File: config.mk
export PLATFORM = sky130hd
export DESIGN_NAME = shift_result_stage_flat
export DESIGN_NICKNAME = d
export VERILOG_FILES = /design/src/rtl/alu_defs.sv /design/src/rtl/shift_result_stage_if.sv /design/src/rtl/skid_buf2.sv /design/src/rtl/shift_result_stage.sv /design/src/flat_wrapper.sv
export SDC_FILE = /design/constraint.sdc
export NUM_CORES = 1
export LEC_CHECK = 0
export CORE_MARGIN = 5
export CORE_UTILIZATION = 30
export CTS_BUF_LIST = sky130_fd_sc_hd__clkbuf_2
export CTS_CLUSTER_DIAMETER = 150
export DETAILED_ROUTE_END_ITERATION = 8
export SLEW_MARGIN = 30
export SYNTH_ARGS = -nofsm -noshare
export SYNTH_HDL_FRONTEND = slang
export SYNTH_HIERARCHICAL = 1
export SYNTH_SLANG_ARGS = --single-unit
File: constraint.sdc
create_clock -name clk -period 7.54 [get_ports clk]
set_clock_uncertainty 0.05 [all_clocks]
set_input_delay 1.131 -clock clk [delete_from_list [all_inputs] [get_ports clk]]
set_output_delay 1.131 -clock clk [all_outputs]
set_load 0.05 [all_outputs]
File: src/rtl/alu_defs.sv
// Shared ALU definitions: datapath width, shifter opcodes and the registered result payload.
package alu_defs;

  localparam int unsigned WIDTH = 32;

  localparam logic [2:0] OP_LSR = 3'b000;
  localparam logic [2:0] OP_LSL = 3'b001;
  localparam logic [2:0] OP_ROR = 3'b010;
  localparam logic [2:0] OP_ROL = 3'b011;
  localparam logic [2:0] OP_ASR = 3'b100;

  typedef struct packed {
    logic [WIDTH-1:0] result;
    logic             zero;
    logic             neg;
    logic             carry;
    logic             op_err;
  } res_t;

  function automatic logic is_legal_op(logic [2:0] op);
    return op <= OP_ASR;
  endfunction

endpackage

File: src/rtl/shift_result_stage_if.sv
// Upstream issue and downstream writeback signals of the shift result stage.
interface shift_result_stage_if #(
  parameter int unsigned CNT_W = 16
);

  logic                       in_valid;
  logic                       in_ready;
  logic [2:0]                 op;
  logic [alu_defs::WIDTH-1:0] indata;
  logic [4:0]                 shamt;
  logic [alu_defs::WIDTH-1:0] logic_right;
  logic [alu_defs::WIDTH-1:0] logic_left;
  logic [alu_defs::WIDTH-1:0] loop_right;
  logic [alu_defs::WIDTH-1:0] loop_left;
  logic [alu_defs::WIDTH-1:0] arith_right;

  logic                       out_valid;
  logic                       out_ready;
  logic [alu_defs::WIDTH-1:0] result;
  logic                       zero;
  logic                       neg;
  logic                       carry;
  logic                       op_err;
  logic [CNT_W-1:0]           err_cnt;

  modport slave (
    input  in_valid, op, indata, shamt,
    input  logic_right, logic_left, loop_right, loop_left, arith_right,
    input  out_ready,
    output in_ready, out_valid, result, zero, neg, carry, op_err, err_cnt
  );

  modport master (
    output in_valid, op, indata, shamt,
    output logic_right, logic_left, loop_right, loop_left, arith_right,
    output out_ready,
    input  in_ready, out_valid, result, zero, neg, carry, op_err, err_cnt
  );

endinterface

File: src/rtl/skid_buf2.sv
// Generic two-entry valid/ready skid buffer; main drives the outputs, spare absorbs one stall.
module skid_buf2 #(
  parameter int unsigned Width = 36
) (
  input  logic             clk,
  input  logic             rst,
  input  logic             in_valid_i,
  output logic             in_ready_o,
  input  logic [Width-1:0] in_data_i,
  output logic             out_valid_o,
  input  logic             out_ready_i,
  output logic [Width-1:0] out_data_o
);

  typedef enum logic [1:0] {StEmpty, StOne, StTwo} state_e;

  state_e           state_q, state_d;
  logic [Width-1:0] main_q, main_d;
  logic [Width-1:0] spare_q, spare_d;
  logic             in_ready_q, in_ready_d;
  logic             accept, retire;

  assign accept = in_valid_i && in_ready_q;
  assign retire = (state_q != StEmpty) && out_ready_i;

  always_comb begin
    state_d = state_q;
    main_d  = main_q;
    spare_d = spare_q;
    unique case (state_q)
      StEmpty: begin
        if (accept) begin
          main_d  = in_data_i;
          state_d = StOne;
        end
      end
      StOne: begin
        if (accept && retire) begin
          main_d = in_data_i;
        end else if (accept) begin
          spare_d = in_data_i;
          state_d = StTwo;
        end else if (retire) begin
          state_d = StEmpty;
        end
      end
      StTwo: begin
        if (retire) begin
          main_d  = spare_q;
          state_d = StOne;
        end
      end
      default: state_d = StEmpty;
    endcase
    // Registered ready: depends only on the next state, never on out_ready combinationally.
    in_ready_d = (state_d != StTwo);
  end

  always_ff @(posedge clk) begin
    if (rst) begin
      state_q    <= StEmpty;
      main_q     <= '0;
      spare_q    <= '0;
      in_ready_q <= 1'b1;
    end else begin
      state_q    <= state_d;
      main_q     <= main_d;
      spare_q    <= spare_d;
      in_ready_q <= in_ready_d;
    end
  end

  assign in_ready_o  = in_ready_q;
  assign out_valid_o = (state_q != StEmpty);
  assign out_data_o  = main_q;

endmodule

File: src/rtl/shift_result_stage.sv
// Registered result stage behind the barrel shifter: opcode select, flags, illegal-op count,
// and a two-entry skid buffer between issue and writeback.
module shift_result_stage
  import alu_defs::*;
#(
  parameter int unsigned WIDTH = 32,
  parameter int unsigned CNT_W = 16
) (
  input logic                 clk,
  input logic                 rst,
  shift_result_stage_if.slave bus
);

  if (WIDTH != alu_defs::WIDTH) begin : g_width_check
    $error("shift_result_stage: WIDTH must be 32");
  end

  res_t             sel;
  res_t             out_res;
  logic             carry_raw;
  logic [4:0]       lsl_idx;
  logic [4:0]       rsh_idx;
  logic             in_ready;
  logic             accept;
  logic [CNT_W-1:0] err_cnt_q, err_cnt_d;

  // 32 - shamt and shamt - 1 both fit in 5 bits for shamt in 1..31; shamt 0 masks carry.
  assign lsl_idx = 5'd0 - bus.shamt;
  assign rsh_idx = bus.shamt - 5'd1;

  always_comb begin
    sel       = '0;
    carry_raw = 1'b0;
    case (bus.op)
      OP_LSR: begin
        sel.result = bus.logic_right;
        carry_raw  = bus.indata[rsh_idx];
      end
      OP_LSL: begin
        sel.result = bus.logic_left;
        carry_raw  = bus.indata[lsl_idx];
      end
      OP_ROR: begin
        sel.result = bus.loop_right;
        carry_raw  = bus.loop_right[WIDTH-1];
      end
      OP_ROL: begin
        sel.result = bus.loop_left;
        carry_raw  = bus.loop_left[0];
      end
      OP_ASR: begin
        sel.result = bus.arith_right;
        carry_raw  = bus.indata[rsh_idx];
      end
      default: begin
        sel.op_err = 1'b1;
      end
    endcase
    sel.carry = (bus.shamt != 5'd0) && carry_raw && is_legal_op(bus.op);
    sel.zero  = (sel.result == '0);
    sel.neg   = sel.result[WIDTH-1];
  end

  assign accept = bus.in_valid && in_ready;

  always_comb begin
    err_cnt_d = err_cnt_q;
    if (accept && sel.op_err && (err_cnt_q != '1)) begin
      err_cnt_d = err_cnt_q + CNT_W'(1);
    end
  end

  always_ff @(posedge clk) begin
    if (rst) begin
      err_cnt_q <= '0;
    end else begin
      err_cnt_q <= err_cnt_d;
    end
  end

  skid_buf2 #(
    .Width($bits(res_t))
  ) u_skid (
    .clk        (clk),
    .rst        (rst),
    .in_valid_i (bus.in_valid),
    .in_ready_o (in_ready),
    .in_data_i  (sel),
    .out_valid_o(bus.out_valid),
    .out_ready_i(bus.out_ready),
    .out_data_o (out_res)
  );

  assign bus.in_ready = in_ready;
  assign bus.result   = out_res.result;
  assign bus.zero     = out_res.zero;
  assign bus.neg      = out_res.neg;
  assign bus.carry    = out_res.carry;
  assign bus.op_err   = out_res.op_err;
  assign bus.err_cnt  = err_cnt_q;

endmodule
File: src/flat_wrapper.sv
// flat-port wrapper written by rule: the top's interface ports become plain ports
module shift_result_stage_flat import alu_defs::*;
#(
  parameter int unsigned WIDTH = 32,
  parameter int unsigned CNT_W = 16
)
  (clk, rst, bus_in_valid, bus_op, bus_indata, bus_shamt, bus_logic_right, bus_logic_left, bus_loop_right, bus_loop_left, bus_arith_right, bus_out_ready, bus_in_ready, bus_out_valid, bus_result, bus_zero, bus_neg, bus_carry, bus_op_err, bus_err_cnt);
  shift_result_stage_if #(.CNT_W(CNT_W)) bus_i ();
  input logic clk;
  input logic rst;
  input wire logic [$bits(bus_i.in_valid)-1:0] bus_in_valid;
  input wire logic [$bits(bus_i.op)-1:0] bus_op;
  input wire logic [$bits(bus_i.indata)-1:0] bus_indata;
  input wire logic [$bits(bus_i.shamt)-1:0] bus_shamt;
  input wire logic [$bits(bus_i.logic_right)-1:0] bus_logic_right;
  input wire logic [$bits(bus_i.logic_left)-1:0] bus_logic_left;
  input wire logic [$bits(bus_i.loop_right)-1:0] bus_loop_right;
  input wire logic [$bits(bus_i.loop_left)-1:0] bus_loop_left;
  input wire logic [$bits(bus_i.arith_right)-1:0] bus_arith_right;
  input wire logic [$bits(bus_i.out_ready)-1:0] bus_out_ready;
  output wire logic [$bits(bus_i.in_ready)-1:0] bus_in_ready;
  output wire logic [$bits(bus_i.out_valid)-1:0] bus_out_valid;
  output wire logic [$bits(bus_i.result)-1:0] bus_result;
  output wire logic [$bits(bus_i.zero)-1:0] bus_zero;
  output wire logic [$bits(bus_i.neg)-1:0] bus_neg;
  output wire logic [$bits(bus_i.carry)-1:0] bus_carry;
  output wire logic [$bits(bus_i.op_err)-1:0] bus_op_err;
  output wire logic [$bits(bus_i.err_cnt)-1:0] bus_err_cnt;
  assign bus_i.in_valid = bus_in_valid;
  assign bus_i.op = bus_op;
  assign bus_i.indata = bus_indata;
  assign bus_i.shamt = bus_shamt;
  assign bus_i.logic_right = bus_logic_right;
  assign bus_i.logic_left = bus_logic_left;
  assign bus_i.loop_right = bus_loop_right;
  assign bus_i.loop_left = bus_loop_left;
  assign bus_i.arith_right = bus_arith_right;
  assign bus_i.out_ready = bus_out_ready;
  assign bus_in_ready = bus_i.in_ready;
  assign bus_out_valid = bus_i.out_valid;
  assign bus_result = bus_i.result;
  assign bus_zero = bus_i.zero;
  assign bus_neg = bus_i.neg;
  assign bus_carry = bus_i.carry;
  assign bus_op_err = bus_i.op_err;
  assign bus_err_cnt = bus_i.err_cnt;
  shift_result_stage #(.WIDTH(WIDTH), .CNT_W(CNT_W)) u_core (.clk(clk), .rst(rst), .bus(bus_i));
endmodule
== Word-level counts from Yosys, hierarchy flattened ==
Index checks and enable logic that the tools add are counted.
Widths: inputs -> output; s select.
Cells by class
  add/sub/neg operators: 3
  $lt $le $gt $ge: 3
  eq/ne operators: 11
  multiplexer cells: 17
  bitwise gates (word level): 1
  reduce and logical (&&, ||, !) cells: 17
Operators by type and width (number)
  $pmux 32 s5: 1
  $mux 36: 3
  $pmux 36 s3: 1
  $logic_not 32->1: 1
  $add 16x1->16 const B: 1
  $ne 16x16->1 const B: 1
  $lt 5x6->1 const B: 2
  $bmux 1 s5: 2
  $mux 2: 5
  $logic_and 1x1->1: 7
  $eq 3x2->1 const B: 2
  $ne 2x2->1 const B: 3
  $pmux 2 s3: 1
  $reduce_bool 5->1: 1
  $reduce_or 5->1: 1
  $sub 1x5->5 const A: 1
  $sub 5x1->5 const B: 1
  $pmux 1 s4: 1
  $reduce_and 4->1: 1
  $eq 3x1->1 const B: 1
  $eq 3x3->1 const B: 1
  $le 3x3->1 const B: 1
  $logic_not 3->1: 1
  $mux 1: 3
  9 further kinds: 9
Word-level totals
  register bits: 91
  bits of input ports: 204
  output and inout port bits: 54
  logic and storage cells: 57

== Depth between registers and ports, before layout ==
Gate-level depths: netlist of the first run.
  depth in word-level cells: 8
  mapped depth: 14
  gate-level depth less buffers: 11

== Modules after synthesis ==
The synthesis of the first run kept the hierarchy.
By module, submodules not included
  skid_buf2: times used 1, cells an instance 331, area an instance 3286.9 um2, sequential area each 1501.4 um2
  shift_result_stage: times used 1, cells an instance 351, area an instance 2907.8 um2, sequential area each 320.3 um2

== Least setup slack after synthesis of the first run ==
OpenSTA, ideal clock, no wires.
  path type: input -> register
  from: input port bus_shamt[0]
  to: register u_core.u_skid.main_q[1] (netlist: u_core/u_skid/out_data_o[1])
  library setup time: 128 ps
  arrival time: 3585 ps
  data required time: 7362 ps
  path slack: 3777 ps
  stages on the path: 12
  buffers on the path: 3
  path through: buf_6 > buf_4 > inv_1 > ha_1 > buf_6 > mux4_1 > mux4_2 > a31oi_1 > a311oi_1 > mux2_4 > mux2i_1 > nor2_1
RTL lines
  start: declaration: line flat_wrapper.sv:14  | input wire logic [$bits(bus_i.shamt)-1:0] bus_shamt;
  end signal: assignment: line skid_buf2.sv:67  | main_q <= main_d;
  end: declaration: line skid_buf2.sv:18  | logic [Width-1:0] main_q, main_d;

==> results of run 1 <==
registers in the layout, indices dropped and copies added (netlist names):
| signal | flops |
|---|---|
| u_core/u_skid/out_data_o | 36 |
| u_core/u_skid/state_q | 2 |
| u_core/bus.err_cnt | 16 |
| u_core/u_skid/in_ready_o | 1 |
| u_core/u_skid/spare_q | 36 |
routing by layer:
metal  up-vias  global-route usage [%]
li1       2957                       -
met1      2883                    23.3
met2       190                    31.6
met3        18                    5.14
met4         2                    4.37
met5         -                       0
layout make-up:
type	instances	area share, %
clock buffers	12	0.671
multi-input cells	527	44.8
diodes	2	0.0560
clock inverters	4	0.839
inverters	8	0.336
well taps	270	3.78
repair buffers	264	29.2
flip-flops and latches	91	20.4
worst reg2reg max path, cell delays in order (launching register included):
cell and delay, ns:
dfxtp_1 0.45, and2_1 0.27, nand3_2 0.75, nand2_1 0.29
a21oi_1 0.09
per-stage QoR:
step | std cells | cell area, µm²
2_1_floorplan | 682 | 6190
3_3_place_gp | 1160 | 8800
3_5_place_dp | 1160 | 8800
4_1_cts | 1176 | 8940
5_1_grt | 1178 | 8940
6_report | 1178 | 8940
cells by family after synthesis:
| logic type | count (synthesis) | share of synthesized area (%) |
|---|---|---|
| fa+ha+maj | 3 | 0.606 |
| mux | 130 | 27.9 |
| buf+inv | 64 | 6.42 |
| xor+xnor | 18 | 2.79 |
| simple gates | 215 | 15.7 |
| flops | 91 | 29.4 |
| compound gates | 161 | 17.2 |
layout by cell type (no fill, tap or decap), types with 14 or more instances in the layout:
| master | instances |
|---|---|
| nand2_1 | 90 |
| a22oi_1 | 58 |
| o22ai_1 | 29 |
| nor2_1 | 62 |
| mux2_2 | 36 |
| dfxtp_1 | 91 |
| clkdlybuf4s50_1 | 253 |
| nand3_1 | 14 |
| a21oi_1 | 44 |
| mux2_4 | 29 |
| mux2i_1 | 46 |
where the power goes:
group	internal (mW)	leakage (nW)	total (mW)	switching, mW
sequential	0.499	0.738	0.508	0.00944
clock	0.113	0.0784	0.285	0.172
combinational	0.223	2.54	0.430	0.207
total	0.835	3.36	1.22	0.388
final timing paths:
path / startpoint / end / slack (ns) / cells past startpoint
setup reg to reg: u_core/u_skid/in_ready_o / u_core/u_skid/spare_q[17] / 5.50 / 4
hold reg to reg: u_core/u_skid/spare_q[3] / u_core/u_skid/spare_q[3] / 0.42 / 2
hold / removal: u_core/u_skid/spare_q[3] / u_core/u_skid/spare_q[3] / 0.42 / 2
setup / recovery: bus_shamt[0] / u_core/u_skid/out_data_o[1] / 3.00 / 10
==> results.md, run 1 <==
- Synth Cell Area: between 6000 and 7000 µm²
- Footprint of the multi-input gates: roughly 4000 µm²
- Share of layout cells above drive strength 1: a little over an eighth
- Max-cap viol count: 0
- Synth top cells by count: 91 x dfxtp_1, 90 x nand2_1, 63 x nor2_1
- Synth Area per Inst: approximately 9 µm²
- Initial antenna violation count: 2
- Layout fillers: 2031
- Row count: 52
- Initial core utilization: between 30% and 40%
- DR vias: approximately 6k
- Crit path DAT: just under 5 ns
- Status: finished, final reports clean
- Die width: around 150 µm
- Dominant synthesized flop cell: dfxtp_1
- Worst Path Required: 7.97 ns
- Met1 wire length: approximately 10000 µm
- CTS buffer count: 9
- Post-layout util: approximately 44%
- Syn Inst Count: between 600 and 700
- CTS Hold Bufs: 0
- Vias in the first global route: between 6k and 7k
- Max-slew headroom: between 30% and 40%
- TritonCTS clock tree: yes
- Leak pwr: approximately 3.4 nW
- Reg area: about 1800 µm²
- Clk slew on worst S/H paths: 0.24 ns
- Top layer in use: met5
- Largest net degree at the start of global routing: 91
- CP top delay family: multiplexers
- Max incr delay on CP: 1.04 ns
- Worst VDD drop: approximately 0.000070 V
- Hpwl dp: between 15000 and 20000 µm
- RD Place Congestion: approximately 0.85
- PortBufs: approximately 260
- Number of flops mapped to enable cells by yosys: 0
- DRT iter0 DRCs: around 290
- Critical Path Slowest Stage Cell: clkdlybuf4s50_1
- Layout area overhead: 44.4%
- Final setup margin: about 3.0 ns
- RSZ-0062 raised after global routing: false
- Crit path kind: primary input to flip-flop
- Top-count cell post-synth: dfxtp_1
- I/O pin count: about 260
- Wire length on met2: ~11000 µm
- Sequential-to-total area share from yosys stat: between 20% and 30%
- Synth warn: 6
- TritonRoute pass-1 iters: 5
- Final nets: 1108
- Overflow after GRT: 0
- FFs w/ async S/R, synth: 0%
- H-tree depth: 3
- Post-synth top area share: slightly below 30%
- Crit end category: flip-flop
- Clock tree sinks: between 90 and 100
- Crit start category: primary input
- Full die area: between 20000 and 25000 µm²
- Final setup fails: 0
- First-pass GRT wire length: between 30000 and 40000 µm
- Critical path peak fanout: 18
- PwrDens: around 140 nW/µm²
- Worst hold margin: roughly 0.42 ns
- Total Wirelength: 22900 µm
- Crit share post-route: between 60% and 70%
- Core Area: ~20000 µm²
- Cell taking the most area after synthesis: dfxtp_1
- Final min period: 4.54 ns
- Tightest Hold Check Type: flip-flop to flip-flop
- All-layer global routing usage: between 10% and 20%
- Synth area leaders: dfxtp_1 29%, mux2i_1 7.4%, a22oi_1 7.0%
- Number of distinct library cells after synthesis: 60
- Post-synthesis register bit count: 91
- Slew @ Worst Pin: 0.968 ns
- Worst-path cell chain: clkdlybuf4s50_1, inv_1, ha_1, mux4_1, mux4_2, a31oi_1, a311oi_1, mux2_4, mux2i_1, nor2_1
- Maximum clock rate: about 0.22 GHz
- WL/cell: ~19 µm
- Sum Neg Setup Slack: 0 ns
- Final ANT Viol Nets: 0
- Pre-CTS setup slack: 2.32 ns
- DRC: 0
- Design Power: approximately 1.2 mW
- Post-CTS Setup Bufs: 0
- Mapped Nets: ~900
- Worst Path Buf+Inv: 2
- Final-report max-slew violation count: 0
- Die Span Y: ~150 µm
- Metal3 WL: around 1500 µm
- Final Hold Violating Endpoints: 0
- Max clock buf depth: 2
- CTS Root Cell: clkbuf_2
- Clk Latency, worst-skew pair: slightly below 0.6 ns
- CTS-repair resized insts: 0
- Vias per cell: 5.14
No activity file was read; power rests on OpenSTA's default activity.
==> inputs of run 2 (changes only) <==
==> constraint.sdc (replaced) <==
create_clock -name clk -period 4.7 [get_ports clk]
set_clock_uncertainty 0.05 [all_clocks]
set_input_delay 0.705 -clock clk [delete_from_list [all_inputs] [get_ports clk]]
set_output_delay 0.705 -clock clk [all_outputs]
set_load 0.05 [all_outputs]
==> results.md, run 2 (synthesized netlist as in run 1, its figures left out) <==
- Overflow after GRT: 0 (unchanged)
- H-tree depth: 3 (unchanged)
- Critical Path Slowest Stage Cell: mux4_1
- Post-layout instance area: 8990 µm² (+0.46%)
- DR vias: 6131 (+1.3%)
- Layout area overhead: 45.1%
- I/O pin count: 258 (unchanged)
- Levels on crit path: 10 (unchanged)
- Placed cell area: 8820 µm² (+0.26%)
- CP top delay family: multiplexers
- Clk Latency, worst-skew pair: 0.59 ns (about the same)
- Clk slew on worst S/H paths: 0.25 ns (about the same)
- Total Wirelength: 22800 µm (-0.39%)
- DRC: 0 (unchanged)
- Die width: 154 µm (unchanged)
- Final min period: about 3.2 ns
- Commonest non-fill, non-tap cells in the layout: 253 x clkdlybuf4s50_1, 91 x dfxtp_1, 90 x nand2_1
- Max clock buf depth: 2 (unchanged)
- TritonRoute pass-1 iters: 5 (unchanged)
- Crit path kind: primary input to flip-flop
- Leak pwr: 3.38 nW (+0.78%)
- TritonCTS clock tree: yes
- Vias per cell: 5.20 (+1.2%)
- Post-CTS Setup Bufs: 0 (unchanged)
- Maximum clock rate: between 0.3 and 0.4 GHz
- Crit share post-route: between 60 and 70%
- PortBufs: 257 (unchanged)
- Final-report max-slew violation count: 0 (unchanged)
- CTS-repair resized insts: 0 (unchanged)
- FF-to-FF Start: u_core/u_skid/in_ready_o
- Crit path DAT: 3.64 ns (-1.33 ns)
- All-layer global routing usage: 18.6% (+0.044 points)
- PwrDens: 224 nW/µm² (+64%)
- Worst VDD drop: 0.0000879 V (+25%)
- Sum Neg Setup Slack: 0 ns (unchanged)
- Worst reg2reg path depth: 4 (unchanged)
- Initial antenna violation count: 2 (unchanged)
- Worst Setup SP: bus_shamt[1]
- RSZ-0062 raised after global routing: false
- Crit start category: primary input
- Design Power: 2.01 mW (+65%)
- Max-cap viol count: 0 (unchanged)
- Clock tree sinks: 91 (unchanged)
- CTS Hold Bufs: 0 (unchanged)
- Tightest Hold Check Type: flip-flop to flip-flop
- Hpwl dp: 17000 µm (+0.80%)
- Final setup fails: 0 (unchanged)
- Worst Path Buf+Inv: 2 (unchanged)
- Worst-path cell chain: clkdlybuf4s50_1, inv_1, ha_1, mux4_1, mux4_2, a31oi_1, a311oi_1, mux2_4, mux2i_1, nor2_1
- Critical path peak fanout: 8 (-10)
- WL/cell: 19.3 µm (-0.56%)
- Final nets: 1111 (+0.27%)
- CTS Root Cell: clkbuf_2
- Reg-to-reg endpoint: u_core/u_skid/spare_q[8]
- Core Area: 20300 µm² (unchanged)
- Row count: 52 (unchanged)
- Max-slew headroom: 35.1% (-0.26 points)
- R2R setup slack: 2.64 ns (-2.86 ns)
- Die Span Y: 154 µm (unchanged)
- First-pass GRT wire length: 34800 µm (-0.47%)
- DRT iter0 DRCs: 324 (+13%)
- Slew @ Worst Pin: 0.973 ns (+0.00486 ns)
- Initial core utilization: 30.5% (unchanged)
- Share of layout cells above drive strength 1: 13.2% (+0.18 points)
- RD Place Congestion: 0.839 (-1.7%)
- Max incr delay on CP: 0.60 ns (-0.44 ns)
- CTS buffer count: 9 (unchanged)
- Most common cell after layout, fill and taps aside: clkdlybuf4s50_1
- Final Hold Violating Endpoints: 0 (unchanged)
- Worst Setup EP: u_core/u_skid/out_data_o[1]
- Vias in the first global route: 6068 (-1.3%)
- Crit end category: flip-flop
- Status: finished, final reports clean
- Worst Path Required: 5.15 ns (-2.82 ns)
- Final ANT Viol Nets: 0 (unchanged)
- Full die area: 23600 µm² (unchanged)
- Largest net degree at the start of global routing: 91 (unchanged)
[run 2: worst min-delay path by stage]
stage,slack (ns),from,endpoint,cells past startpoint
after CTS,0.42,u_core/u_skid/spare_q[12],u_core/u_skid/spare_q[12],2
after detailed placement,0.40,u_core/u_skid/spare_q[12],u_core/u_skid/spare_q[12],2
after floorplan,0.38,u_core/u_skid/spare_q[10],u_core/u_skid/spare_q[10],2
final,0.42,u_core/u_skid/spare_q[14],u_core/u_skid/spare_q[14],2
after global routing,0.44,u_core/u_skid/spare_q[23],u_core/u_skid/spare_q[23],2
after global placement,0.39,u_core/u_skid/spare_q[7],u_core/u_skid/spare_q[7],2
[run 2: cell type report]
class,count,area (µm²)
well taps,270,338
diodes,1,2.50
fillers,2019,11300
clock buffers,11,55.1
clock inverters,5,101
inverters,8,30.0
flip-flops and latches,91,1820
repair buffers,267,2630
multi-input cells,527,4000
[run 2: metal layers]
| layer | part of all wire (%) | track usage, % | up-vias |
|---|---|---|---|
| met3 | 8.0 | 5.28 | 22 |
| li1 | - | - | 2972 |
| met5 | 0.088 | 0 | - |
| met4 | 1.4 | 4.88 | 2 |
| met2 | 48 | 31.7 | 247 |
| met1 | 43 | 23.1 | 2888 |
[run 2: power breakdown]
group          internal, mW  switching (mW)  leakage (nW)
Sequential            0.800          0.0154         0.738
Clock                 0.231           0.277        0.0898
Combinational         0.359           0.330          2.56
Total                  1.39           0.622          3.38
[run 2: stage by stage]
step	util (%)	worst slack, ns	cells	hold WS, ns
2_1_floorplan	-	1.36	682	0.384
3_3_place_gp	43.5	0.828	1163	0.391
3_5_place_dp	43.5	0.811	1163	0.396
4_1_cts	44.2	1.52	1179	0.421
5_1_grt	44.3	1.41	1180	0.441
6_report	44.3	1.51	1180	0.418
[run 2: worst register-to-register path, stage by stage, from the launching register on]
cell	delay, ns
dfxtp_1	0.43
and2_1	0.26
nand3_2	0.78
nand2_1	0.29
a21oi_1	0.10
